==> src/rtl/ch_health_pkg.sv <==
// Shared health-controller types: FSM state encoding and default tuning constants.
package ch_health_pkg;

  typedef enum logic [1:0] {
    ALIVE,
    IFRAME,
    DEAD
  } state_t;

  localparam int unsigned MAX_HP_D   = 3;
  localparam int unsigned IFRAME_D   = 60;
  localparam int unsigned BLINK_SH_D = 2;

  // Channel index width; a single channel still gets a one-bit index.
  function automatic int unsigned idx_w(input int unsigned n);
    return (n > 1) ? $clog2(n) : 1;
  endfunction

endpackage

==> src/rtl/ch_health_hit_arb.sv <==
// Fixed-priority hazard arbiter: lowest-index channel with hit set and nonzero damage wins.
module hit_arb
  import ch_health_pkg::*;
#(
  parameter int unsigned N_HAZ = 6,
  parameter int unsigned DMG_W = 2
) (
  input  logic [N_HAZ-1:0][DMG_W-1:0] dmg,
  input  logic [N_HAZ-1:0]            hit,
  output logic                        valid,
  output logic [idx_w(N_HAZ)-1:0]     idx,
  output logic [DMG_W-1:0]            damage
);

  localparam int unsigned IW = idx_w(N_HAZ);

  always_comb begin
    valid  = 1'b0;
    idx    = '0;
    damage = '0;
    for (int unsigned i = 0; i < N_HAZ; i++) begin
      if (!valid && hit[i] && (dmg[i] != '0)) begin
        valid  = 1'b1;
        idx    = IW'(i);
        damage = dmg[i];
      end
    end
  end

endmodule

==> src/rtl/ch_health.sv <==
// Player health controller: damage arbitration, invulnerability window with blink, death and respawn.
module ch_health #(
  parameter int unsigned N_HAZ    = 6,
  parameter int unsigned HP_W     = 3,
  parameter int unsigned MAX_HP   = ch_health_pkg::MAX_HP_D,
  parameter int unsigned DMG_W    = 2,
  parameter int unsigned IFRAME   = ch_health_pkg::IFRAME_D,
  parameter int unsigned BLINK_SH = ch_health_pkg::BLINK_SH_D
) (
  input  logic                                   frame_clk,
  input  logic                                   Reset_n,
  input  logic [N_HAZ-1:0]                       hit,
  input  logic [N_HAZ-1:0][DMG_W-1:0]            dmg,
  input  logic                                   heal,
  input  logic                                   respawn,
  output logic [HP_W-1:0]                        hp,
  output logic                                   dead,
  output logic                                   invuln,
  output logic                                   visible,
  output logic                                   hurt_pulse,
  output logic [ch_health_pkg::idx_w(N_HAZ)-1:0] hit_src
);

  import ch_health_pkg::*;

  localparam int unsigned IW = idx_w(N_HAZ);
  localparam int unsigned TW = $clog2(IFRAME + 1);
  localparam int unsigned SW = ((HP_W > DMG_W) ? HP_W : DMG_W) + 1;
  localparam logic [HP_W-1:0] FULL  = HP_W'(MAX_HP);
  localparam logic [TW-1:0]   TLOAD = TW'(IFRAME - 1);

  if (N_HAZ < 1 || N_HAZ > 16) begin : g_bad_nhaz
    $error("N_HAZ out of range 1..16");
  end
  if (MAX_HP < 1 || MAX_HP > (2**HP_W) - 1) begin : g_bad_hp
    $error("MAX_HP out of range for HP_W");
  end
  if (IFRAME < 1 || BLINK_SH >= TW) begin : g_bad_iframe
    $error("IFRAME must be >= 1 and BLINK_SH must index the timer");
  end

  state_t          state, state_n;
  logic [HP_W-1:0] hp_n, hp_sub, hp_inc;
  logic [TW-1:0]   timer, timer_n;
  logic            hurt_n;
  logic [IW-1:0]   src_n;
  logic            win;
  logic [IW-1:0]   win_idx;
  logic [DMG_W-1:0] win_dmg;
  logic [SW-1:0]   diff;

  hit_arb #(
    .N_HAZ(N_HAZ),
    .DMG_W(DMG_W)
  ) u_arb (
    .dmg   (dmg),
    .hit   (hit),
    .valid (win),
    .idx   (win_idx),
    .damage(win_dmg)
  );

  // One extra bit catches the borrow so the result clamps at zero instead of wrapping.
  assign diff   = SW'(hp) - SW'(win_dmg);
  assign hp_sub = diff[SW-1] ? '0 : diff[HP_W-1:0];
  assign hp_inc = (hp < FULL) ? hp + HP_W'(1) : hp;

  always_comb begin
    state_n = state;
    hp_n    = hp;
    timer_n = timer;
    hurt_n  = 1'b0;
    src_n   = hit_src;
    case (state)
      ALIVE: begin
        if (win) begin
          hp_n   = hp_sub;
          src_n  = win_idx;
          hurt_n = 1'b1;
          if (hp_sub == '0) begin
            state_n = DEAD;
          end else begin
            state_n = ch_health_pkg::IFRAME;
            timer_n = TLOAD;
          end
        end else if (heal) begin
          hp_n = hp_inc;
        end
      end
      ch_health_pkg::IFRAME: begin
        if (heal) hp_n = hp_inc;
        if (timer == '0) state_n = ALIVE;
        else             timer_n = timer - TW'(1);
      end
      DEAD: begin
        if (respawn) begin
          state_n = ALIVE;
          hp_n    = FULL;
          timer_n = '0;
        end
      end
      default: state_n = ALIVE;
    endcase
  end

  // Flags are derived from the next state so every output is a register.
  always_ff @(posedge frame_clk) begin
    if (!Reset_n) begin
      state      <= ALIVE;
      hp         <= FULL;
      timer      <= '0;
      hurt_pulse <= 1'b0;
      hit_src    <= '0;
      dead       <= 1'b0;
      invuln     <= 1'b0;
      visible    <= 1'b1;
    end else begin
      state      <= state_n;
      hp         <= hp_n;
      timer      <= timer_n;
      hurt_pulse <= hurt_n;
      hit_src    <= src_n;
      dead       <= (state_n == DEAD);
      invuln     <= (state_n == ch_health_pkg::IFRAME);
      visible    <= (state_n == ch_health_pkg::IFRAME) ? ~timer_n[BLINK_SH] : 1'b1;
    end
  end

endmodule

==> config.mk <==
export PLATFORM = sky130hd
export DESIGN_NAME = ch_health
export DESIGN_NICKNAME = d
export VERILOG_FILES = /design/src/rtl/ch_health_pkg.sv /design/src/rtl/ch_health_hit_arb.sv /design/src/rtl/ch_health.sv
export SDC_FILE = /design/constraint.sdc
export NUM_CORES = 1
export LEC_CHECK = 0
export BUFFER_PORTS_ARGS = -buffer_cell sky130_fd_sc_hd__buf_2
export CAP_MARGIN = 20
export CELL_PAD_IN_SITES_DETAIL_PLACEMENT = 2
export CELL_PAD_IN_SITES_GLOBAL_PLACEMENT = 2
export CORE_MARGIN = 2
export CORE_UTILIZATION = 31
export CTS_CLUSTER_DIAMETER = 50
export DETAILED_ROUTE_END_ITERATION = 12
export GPL_TIMING_DRIVEN = 0
export PLACE_DENSITY = 0.82
export SETUP_SLACK_MARGIN = 0.02
export SKIP_LAST_GASP = 1
export SYNTH_ARGS = -nofsm -noshare
export SYNTH_HDL_FRONTEND = slang
export SYNTH_SLANG_ARGS = --single-unit
==> constraint.sdc <==
create_clock -name frame_clk -period 2.7 [get_ports frame_clk]
set_input_delay 0.135 -clock frame_clk [delete_from_list [all_inputs] [get_ports frame_clk]]
set_output_delay 0.135 -clock frame_clk [all_outputs]
set_load 0.1 [all_outputs]
==> flow_metrics.py, run 1 <==
metrics = {
    "clock_network": {
        "clock_latency_ns": 0.26,
        "h-tree-depth": 1,
        "numCtsBuffers": 3,
        "clk_pin_slew_ns": 0.08,
        "clock_path_buffers": 2,
        "cts_tree": "built",
        "cts_root_buffer": "clkbuf_8",
        "cts.sinks": 18,
    },
    "outcome": {
        "outcome": "finished clean",
    },
    "cells_and_area": {
        "stdcell_area_um2": 1680,
        "area_growth_pct": 24.4,
        "final_util": 0.410,
        "n_antenna_cell": 0,
        "drive_gt1_frac": 0.296,
        "finalNetCount": 228,
        "instances_no_fill": 246,
    },
    "timing": {
        "maxSlewHeadroom": 0.498,
        "period_share": 0.951,
        "hold_viol": 0,
        "skew_ns": 0.00413,
        "worst_pin_slew_ns": 0.746,
        "fmax_mhz": 389,
        "setup_violations": 0,
        "fin_crit_ns": 2.57,
        "rsz0062_at_grt": "false",
        "finalSetupTns_ns": 0,
        "drv_slew": 0,
        "whs_ns": 0.153,
        "worst_slack_ns": 0.132,
    },
    "worst_setup_path": {
        "crit_family": "compound AO/OA/AOI/OAI gates",
        "crit_slowest_cell": "fa_1",
        "path_max_fanout": 5,
        "crit_buf_inv": 1,
        "critPathLaunchType": "input pin",
        "cpPeakStageDelay_ns": 0.44,
        "cp_data_arrival_time_ns": 2.77,
        "path_class": "input pin to register",
        "crit_path_end_kind": "register",
        "crit_chain": "buf_2 -> o21ai_4 -> and2_4 -> a31oi_1 -> o2111ai_1 -> ha_2 -> fa_1 -> a32o_2 -> o21bai_4 -> a211oi_4 -> o221a_1",
        "crit_required_ns": 2.90,
    },
    "global_route": {
        "grt-ovfl-total": 0,
        "gr-usage-met2": 0.371,
        "grt_max_degree": 11,
        "grt_pass1_wl_um": 7670,
        "grt_busiest_layer": "met2",
        "grtUsageTotal": 0.192,
        "antenna_found_initial": 0,
        "grt_pass1_vias": 1591,
        "met3_usage": 0.0361,
        "use_met1": 0.220,
    },
    "die": {
        "start_util": 0.329,
        "die_area_um2": 4890,
        "dieWidth_um": 69.9,
        "die_h_um": 69.9,
        "core_um2": 4090,
        "num_rows": 23,
        "ios": 32,
    },
    "pwr": {
        "p_sw_mw": 1.17,
        "internal-power_mw": 0.983,
        "p_seq_frac": 0.218,
        "leakagePower_nw": 0.710,
        "power_frac_comb": 0.675,
        "total_power_mw": 2.16,
        "power_density_nw_per_um2": 1290,
        "clock_power_share": 0.107,
        "ir_drop_mv": 0.801,
        "switching_share": 0.544,
    },
    "routing": {
        "wl_per_cell_um": 19.1,
        "vias_per_cell": 5.72,
        "vias": 1406,
        "first_iter_violations": 35,
        "drc": 0,
        "wl_um": 4690,
        "drt_first_pass_iters": 4,
        "ant_nets": 0,
    },
    "yosys": {
        "synth-async-reset-ratio": 0,
        "synth_seq_cells": 18,
        "synth_edf_count": 0,
        "synth_cell_types": 48,
        "syn_nets": 191,
        "synth_ff_type": "dfxtp_1",
        "yosys_warnings": 0,
        "syn_avg_cell_area_um2": 8.41,
        "mappedNetlistArea_um2": 1350,
        "synthCells": 160,
        "synth_seq_area_share": 0.268,
    },
    "placed_design": {
        "dp_cells": 241,
        "globalplace.congestion": 0.818,
        "hpwlAfterDp_um": 3600,
        "dp_slack_ns": -0.430,
        "place_area_um2": 1570,
        "port_buffers": 31,
    },
    "flow_run": {
        "drv_cap": 0,
    },
    "min_path": {
        "hold_path_class": "input pin to register",
    },
}
-- placed cells by master (no fill, tap or decap), types with 2 or more instances in the layout --
cell	count
and3_1	2
nor3_1	7
a22oi_1	2
a32oi_2	2
nand2_1	14
nor2_1	13
nand2b_1	5
o21ai_4	4
o221a_1	5
dfxtp_1	16
clkbuf_8	4
buf_2	32
nor3b_2	2
dfxtp_2	2
o31ai_1	2
inv_1	13
a21oi_1	10
nand3_1	6
ha_1	7
a211oi_1	8
o21ai_0	5
a31oi_1	3
-- power groups by stage --
stage          logic (mW)  registers (mW)  clock network, mW
2_1_floorplan       0.807           0.778                  0
3_3_place_gp         1.35           0.465                  0
3_5_place_dp         1.43           0.476                  0
4_1_cts              1.45           0.472              0.231
5_1_grt              1.56           0.491              0.245
6_report             1.45           0.470              0.231
-- synthesized netlist by cell type (2+ instances only) --
cell type,n,area [um^2]
a21oi_1,10,50.1
nor2_1,14,52.6
a22oi_1,2,15.0
and2_1,2,12.5
nor3b_2,2,25.0
a31oi_1,3,18.8
ha_1,8,100
a32oi_2,2,32.5
nand2b_1,5,31.3
dfxtp_1,18,360
o221a_1,5,56.3
o21ai_0,5,25.0
nand2_1,14,52.6
nor3_1,7,35.0
and3_1,2,12.5
o21ai_2,4,35.0
a211oi_1,8,60.1
inv_1,13,48.8
o31ai_1,2,15.0
nand3_1,6,30.0
-- flip-flops by register name, indices dropped and copies added, names as in the netlist, named ones only --
register and count:
timer 5, hit_src 3, hp 3, state 2, dead 1, hurt_pulse 1, invuln 1, visible 1
-- cell type report --
| type | count | area, um^2 |
|---|---|---|
| buffer | 3 | 12.5 |
| clock buffer | 4 | 55.1 |
| fill | 478 | 2410 |
| inverter | 13 | 48.8 |
| multi-input combinational | 126 | 971 |
| sequential | 18 | 363 |
| tap | 50 | 62.6 |
| timing repair buffer | 32 | 163 |
-- worst register-to-register path, stage by stage (launching register included) --
cell      delay [ns]
dfxtp_2         0.40
inv_1           0.06
ha_2            0.18
fa_1            0.38
xnor2_1         0.16
a32o_2          0.32
o21bai_4        0.19
a211oi_4        0.34
o221a_1         0.24
-- metal layers --
metal / part of all wire / vias up
met4: 0.0045 / 0
met5: 0 / -
met3: 0.021 / 4
met2: 0.55 / 18
met1: 0.42 / 709
li1: - / 675
-- worst paths after layout --
check / from / end / slack, ns / cells past startpoint
max: dmg[5] / timer[4]$_SDFFE_PN0P_ / 0.13 / 11
min reg2reg: hit_src[1]$_SDFFE_PN0P_ / hit_src[1]$_SDFFE_PN0P_ / 0.53 / 2
max reg2reg: hp[0]$_SDFFE_PN1P_ / timer[4]$_SDFFE_PN0P_ / 0.37 / 8
min: Reset_n / hp[0]$_SDFFE_PN1P_ / 0.15 / 2
-- what timing repair did --
item / 4_1_cts / 5_1_grt
buffers inserted: 1 / 0
endpoints found under the hold margin: 0 / 0
pin swaps: 1 / 2
setup endpoints to repair: 5 / 5
hold buffers: 0 / 0
gates resized for setup: 1 / 8
-- kinds of logic (layout without fill, tap and decap cells) --
| kind of cell | count (synthesis) | after routing | synth area share |
|---|---|---|---|
| adder cells (fa/ha/maj) | 9 | 9 | 0.0892 |
| flip-flops | 18 | 18 | 0.268 |
| AND/OR/NAND/NOR | 61 | 61 | 0.247 |
| XOR/XNOR | 1 | 1 | 0.00651 |
| buffers and inverters | 16 | 52 | 0.0455 |
| AO/OA/AOI/OAI | 55 | 55 | 0.344 |
(Power assumes the default switching activity.)
==> run 2, diff against run 1 <==
--- a/config.mk
+++ b/config.mk
@@ -15,6 +15,7 @@
 export DETAILED_ROUTE_END_ITERATION = 12
 export GPL_TIMING_DRIVEN = 0
 export PLACE_DENSITY = 0.82
+export REMOVE_ABC_BUFFERS = 1
 export SETUP_SLACK_MARGIN = 0.02
 export SKIP_LAST_GASP = 1
 export SYNTH_ARGS = -nofsm -noshare
==> flow_metrics.py, run 2 (synthesized netlist as in run 1, its figures left out) <==
metrics = {
    "worst_setup_path": {
        "cp_data_arrival_time_ns": 2.77,
        "path_max_fanout": 5,
        "cpPeakStageDelay_ns": 0.38,
        "worstReg2RegEnd": "timer[0]$_SDFFE_PN0P_",
        "crit_path_end_kind": "register",
        "crit_slowest_cell": "fa_1",
        "timing.reg2reg.setup_slack_ns": 0.23,
        "crit_required_ns": 2.90,
        "crit_chain": "buf_2 -> o21ai_4 -> and2_4 -> a31oi_1 -> o2111ai_1 -> ha_2 -> fa_1 -> xnor2_1 -> a32o_2 -> o21bai_4 -> a211oi_4 -> o221a_1",
        "critPathLaunchType": "input pin",
        "reg2reg_depth": 8,
        "path_class": "input pin to register",
        "r2r_start": "hp[0]$_SDFFE_PN1P_",
    },
    "routing": {
        "dr.max_layer_used": "met4",
        "drc": 0,
        "met1Wirelength_um": 1940,
        "wl_met3_um": 89,
        "wl_um": 4630,
        "first_iter_violations": 23,
        "vias_per_cell": 5.74,
        "wl_met2_um": 2510,
        "wl_per_cell_um": 19.1,
        "vias": 1389,
        "ant_nets": 0,
        "drt_first_pass_iters": 4,
    },
    "timing": {
        "fmax_mhz": 388,
        "skew_ns": 0.00301,
        "setup_violations": 0,
        "drv_slew": 0,
        "period_share": 0.954,
        "maxSlewHeadroom": 0.459,
        "whs_ns": 0.152,
        "fin_crit_ns": 2.58,
        "worst_pin_slew_ns": 0.802,
        "hold_viol": 0,
        "rsz0062_at_grt": "false",
        "worst_slack_ns": 0.125,
    },
    "pwr": {
        "leakagePower_nw": 0.699,
        "power_density_nw_per_um2": 1290,
        "ir_drop_mv": 0.640,
        "total_power_mw": 2.12,
    },
    "cells_and_area": {
        "stdcell_area_um2": 1650,
        "largestRegisters": "timer x5, hit_src x3, hp x3",
        "largest_reg_flops": 5,
        "n_antenna_cell": 0,
        "mostFrequentLayoutCell": "buf_2",
        "drive_gt1_frac": 0.286,
        "finalNetCount": 225,
        "final_util": 0.403,
        "final_cell_mix": "buf_2, dfxtp_1, nand2_1",
        "area_growth_pct": 22.3,
        "regMostFlops": "timer",
    },
    "die": {
        "core_um2": 4090,
        "die_area_um2": 4890,
        "die_h_um": 69.9,
        "dieWidth_um": 69.9,
        "ios": 32,
        "num_rows": 23,
        "start_util": 0.329,
    },
    "global_route": {
        "grt_pass1_wl_um": 7660,
        "grt_max_degree": 17,
        "antenna_found_initial": 0,
        "grt_pass1_vias": 1539,
        "grt-ovfl-total": 0,
        "grtUsageTotal": 0.196,
    },
    "clock_network": {
        "cts_root_buffer": "clkbuf_8",
        "cts.sinks": 18,
        "clock_path_buffers": 2,
        "numCtsBuffers": 3,
        "clock_latency_ns": 0.26,
        "h-tree-depth": 1,
        "ctsHoldBuffers": 0,
        "clk_pin_slew_ns": 0.07,
        "cts_tree": "built",
    },
    "placed_design": {
        "hpwlAfterDp_um": 3550,
        "globalplace.congestion": 0.793,
        "place_area_um2": 1550,
        "port_buffers": 31,
        "dp_slack_ns": -0.355,
    },
    "min_path": {
        "min-delay-start": "Reset_n",
        "hold_path_class": "input pin to register",
        "whs_path_depth": 2,
        "holdPathEnd": "hp[0]$_SDFFE_PN1P_",
    },
    "flow_run": {
        "drv_cap": 0,
    },
    "outcome": {
        "outcome": "finished clean",
    },
}
## run 2: cell count changes in the layout (fill, tap and decap cells not counted), sizes merged
cell,delta
buf,-2
clkbuf,-2
## run 2: area by class of cell
type                    instances  area (um^2)
flip-flops and latches         18          360
fillers                       480         2440
repair buffers                 32          163
inverters                      13         48.8
multi-input cells             126          971
well taps                      50         62.6
clock buffers                   3         41.3
## run 2: stage by stage
step / instances / setup TNS, ns
final: 242 / 0
after global routing: 242 / 0
after CTS: 242 / 0
after detailed placement: 238 / -2.14
after global placement: 238 / -1.14
after floorplan: 157 / -1.29
## run 2: power breakdown
| part | leakage (nW) | switching [mW] | internal, mW |
|---|---|---|---|
| Clock | 0.0216 | 0.0929 | 0.0995 |
| Combinational | 0.528 | 0.976 | 0.485 |
| Sequential | 0.149 | 0.111 | 0.361 |
## run 2: worst max path at each step
stage	slack [ns]	from	cells past startpoint	to
6_report	0.12	hit[2]	12	timer[0]$_SDFFE_PN0P_
5_1_grt	0.03	hit[2]	12	timer[0]$_SDFFE_PN0P_
4_1_cts	0.05	dmg[5]	11	timer[5]$_SDFFE_PN0P_
3_5_place_dp	-0.36	dmg[1]	12	timer[4]$_SDFFE_PN0P_
3_3_place_gp	-0.23	dmg[1]	12	timer[1]$_SDFFE_PN0P_
2_1_floorplan	-0.24	hp[0]$_SDFFE_PN1P_	8	timer[0]$_SDFFE_PN0P_
## run 2: layer usage
layer  GRT usage  vias to the layer above
met5           0                        -
li1            -                      671
met4      0.0705                        0
met2       0.371                       23
met1       0.215                      686
met3      0.0361                        9
## run 2: critical path, delay by kind of cell
family,cells,cell delay (ns)
AND/OR/NAND/NOR,1,0.17
adder cells (fa/ha/maj),2,0.59
AO/OA/AOI/OAI,7,1.59
buffers and inverters,1,0.14
XOR/XNOR,1,0.16
## run 2: timing repair
item,CTS,global route
pin swaps,1,1
hold endpoints to repair,0,0
setup buffers,1,0
gates resized for setup,1,8
endpoints found under the setup margin,5,7
==> run 3, diff against run 2 <==
--- a/config.mk
+++ b/config.mk
@@ -10,11 +10,12 @@
 export CELL_PAD_IN_SITES_DETAIL_PLACEMENT = 2
 export CELL_PAD_IN_SITES_GLOBAL_PLACEMENT = 2
 export CORE_MARGIN = 2
-export CORE_UTILIZATION = 31
+export CORE_UTILIZATION = 32
+export CTS_BUF_LIST = sky130_fd_sc_hd__clkbuf_4 sky130_fd_sc_hd__clkbuf_8
 export CTS_CLUSTER_DIAMETER = 50
 export DETAILED_ROUTE_END_ITERATION = 12
 export GPL_TIMING_DRIVEN = 0
-export PLACE_DENSITY = 0.82
+export PLACE_DENSITY = 0.84
 export REMOVE_ABC_BUFFERS = 1
 export SETUP_SLACK_MARGIN = 0.02
 export SKIP_LAST_GASP = 1
==> flow_metrics.py, run 3 (synthesized netlist as in run 1, its figures left out) <==
metrics = {
    "outcome": {
        "outcome": "finished clean",
    },
    "timing": {
        "rsz0062_at_grt": "false",
        "whs_ns": 0.155,
        "worst_pin_slew_ns": 0.758,
        "period_share": 0.938,
        "fin_crit_ns": 2.53,
        "skew_ns": 0.00125,
        "maxSlewHeadroom": 0.489,
        "fmax_mhz": 395,
        "drv_slew": 0,
        "hold_viol": 0,
        "setup_violations": 0,
    },
    "min_path": {
        "hold_path_class": "input pin to register",
    },
    "worst_setup_path": {
        "cpPeakStageDelay_ns": 0.38,
        "crit_buf_inv": 1,
        "cp_data_arrival_time_ns": 2.74,
        "path_max_fanout": 5,
        "crit_slowest_cell": "fa_1",
        "critPathLaunchType": "input pin",
        "crit_path_end_kind": "register",
        "path_class": "input pin to register",
        "crit_family": "compound AO/OA/AOI/OAI gates",
        "crit_chain": "buf_2 -> o21ai_4 -> and2_4 -> a31oi_2 -> o2111ai_2 -> ha_2 -> fa_1 -> xnor2_1 -> a32o_2 -> o21bai_4 -> a211oi_4 -> o221a_1",
        "crit_required_ns": 2.90,
    },
    "routing": {
        "drc": 0,
        "wl_per_cell_um": 18.3,
        "first_iter_violations": 42,
        "vias_per_cell": 5.64,
        "vias": 1365,
        "wl_um": 4420,
        "drt_first_pass_iters": 3,
        "ant_nets": 0,
    },
    "die": {
        "dieWidth_um": 68.9,
        "die_h_um": 68.9,
        "core_um2": 4030,
        "start_util": 0.334,
        "num_rows": 23,
        "ios": 32,
        "die_area_um2": 4740,
    },
    "pwr": {
        "ir_drop_mv": 0.624,
        "total_power_mw": 2.10,
        "power_density_nw_per_um2": 1270,
        "leakagePower_nw": 0.701,
    },
    "cells_and_area": {
        "mostFrequentLayoutCell": "buf_2",
        "finalNetCount": 225,
        "n_antenna_cell": 0,
        "stdcell_area_um2": 1650,
        "drive_gt1_frac": 0.292,
        "largestRegisters": "timer x5, hit_src x3, hp x3",
        "regMostFlops": "timer",
        "fillers": 464,
        "area_growth_pct": 22.9,
        "final_util": 0.411,
        "final_cell_mix": "buf_2, dfxtp_1, nand2_1",
        "largest_reg_flops": 5,
    },
    "placed_design": {
        "port_buffers": 31,
        "hpwlAfterDp_um": 3400,
        "globalplace.congestion": 0.793,
        "place_area_um2": 1550,
    },
    "clock_network": {
        "numCtsBuffers": 3,
        "ctsHoldBuffers": 0,
        "cts_root_buffer": "clkbuf_8",
        "clk_pin_slew_ns": 0.07,
        "cts_tree": "built",
        "clock_path_buffers": 2,
        "cts.sinks": 18,
        "clock_latency_ns": 0.26,
        "h-tree-depth": 1,
    },
    "global_route": {
        "grt_pass1_vias": 1514,
        "antenna_found_initial": 0,
        "grt_max_degree": 17,
        "grt-ovfl-total": 0,
        "grt_pass1_wl_um": 7290,
        "grtUsageTotal": 0.205,
    },
    "flow_run": {
        "drv_cap": 0,
    },
}
## run 3: path summary, 6_finish.rpt
kind	cells after the start	slack (ns)	start	end
min	2	0.15	Reset_n	hp[0]$_SDFFE_PN1P_
min reg2reg	2	0.52	hit_src[1]$_SDFFE_PN0P_	hit_src[1]$_SDFFE_PN0P_
max reg2reg	8	0.27	hp[0]$_SDFFE_PN1P_	timer[5]$_SDFFE_PN0P_
max	12	0.17	hit[2]	timer[5]$_SDFFE_PN0P_
## run 3: repair_timing
item	4_1_cts	5_1_grt
gates resized for setup	1	9
setup endpoints to repair	5	6
pin swaps	1	5
endpoints found under the hold margin	0	0
buffers inserted	0	1
## run 3: layout make-up
type	count	area, um^2	area share
Tap cell	50	62.6	0.0378
Clock buffer	3	41.3	0.0250
Timing Repair Buffer	32	163	0.0983
Sequential cell	18	360	0.218
Inverter	13	48.8	0.0295
Multi-Input combinational cell	126	978	0.592
## run 3: per-layer routing
layer | up-vias | GRT usage | wire length [um]
li1 | 670 | - | -
met2 | 12 | 0.387 | 2440
met1 | 678 | 0.232 | 1870
met3 | 5 | 0.0406 | 89
met5 | - | 0 | 0
met4 | 0 | 0.0515 | 19
## run 3: power by group
part	switching, mW	total, mW	internal [mW]
logic	0.953	1.44	0.485
registers	0.108	0.468	0.360
clock network	0.0938	0.193	0.0993
## run 3: worst register-to-register path, stage by stage, from the launching register on
cell,delay [ns]
dfxtp_1,0.46
inv_1,0.09
ha_2,0.19
fa_1,0.38
xnor2_1,0.17
a32o_2,0.31
o21bai_4,0.19
a211oi_4,0.37
o221a_1,0.23
## run 3: through the flow
| stage | TNS [ns] | instances | setup slack [ns] |
|---|---|---|---|
| 6_report | 0 | 242 | 0.166 |
| 5_1_grt | 0 | 242 | 0.0236 |
| 4_1_cts | 0 | 241 | 0.0428 |
| 3_5_place_dp | -1.52 | 238 | -0.289 |
| 3_3_place_gp | -1.12 | 238 | -0.224 |
| 2_1_floorplan | -1.29 | 157 | -0.236 |
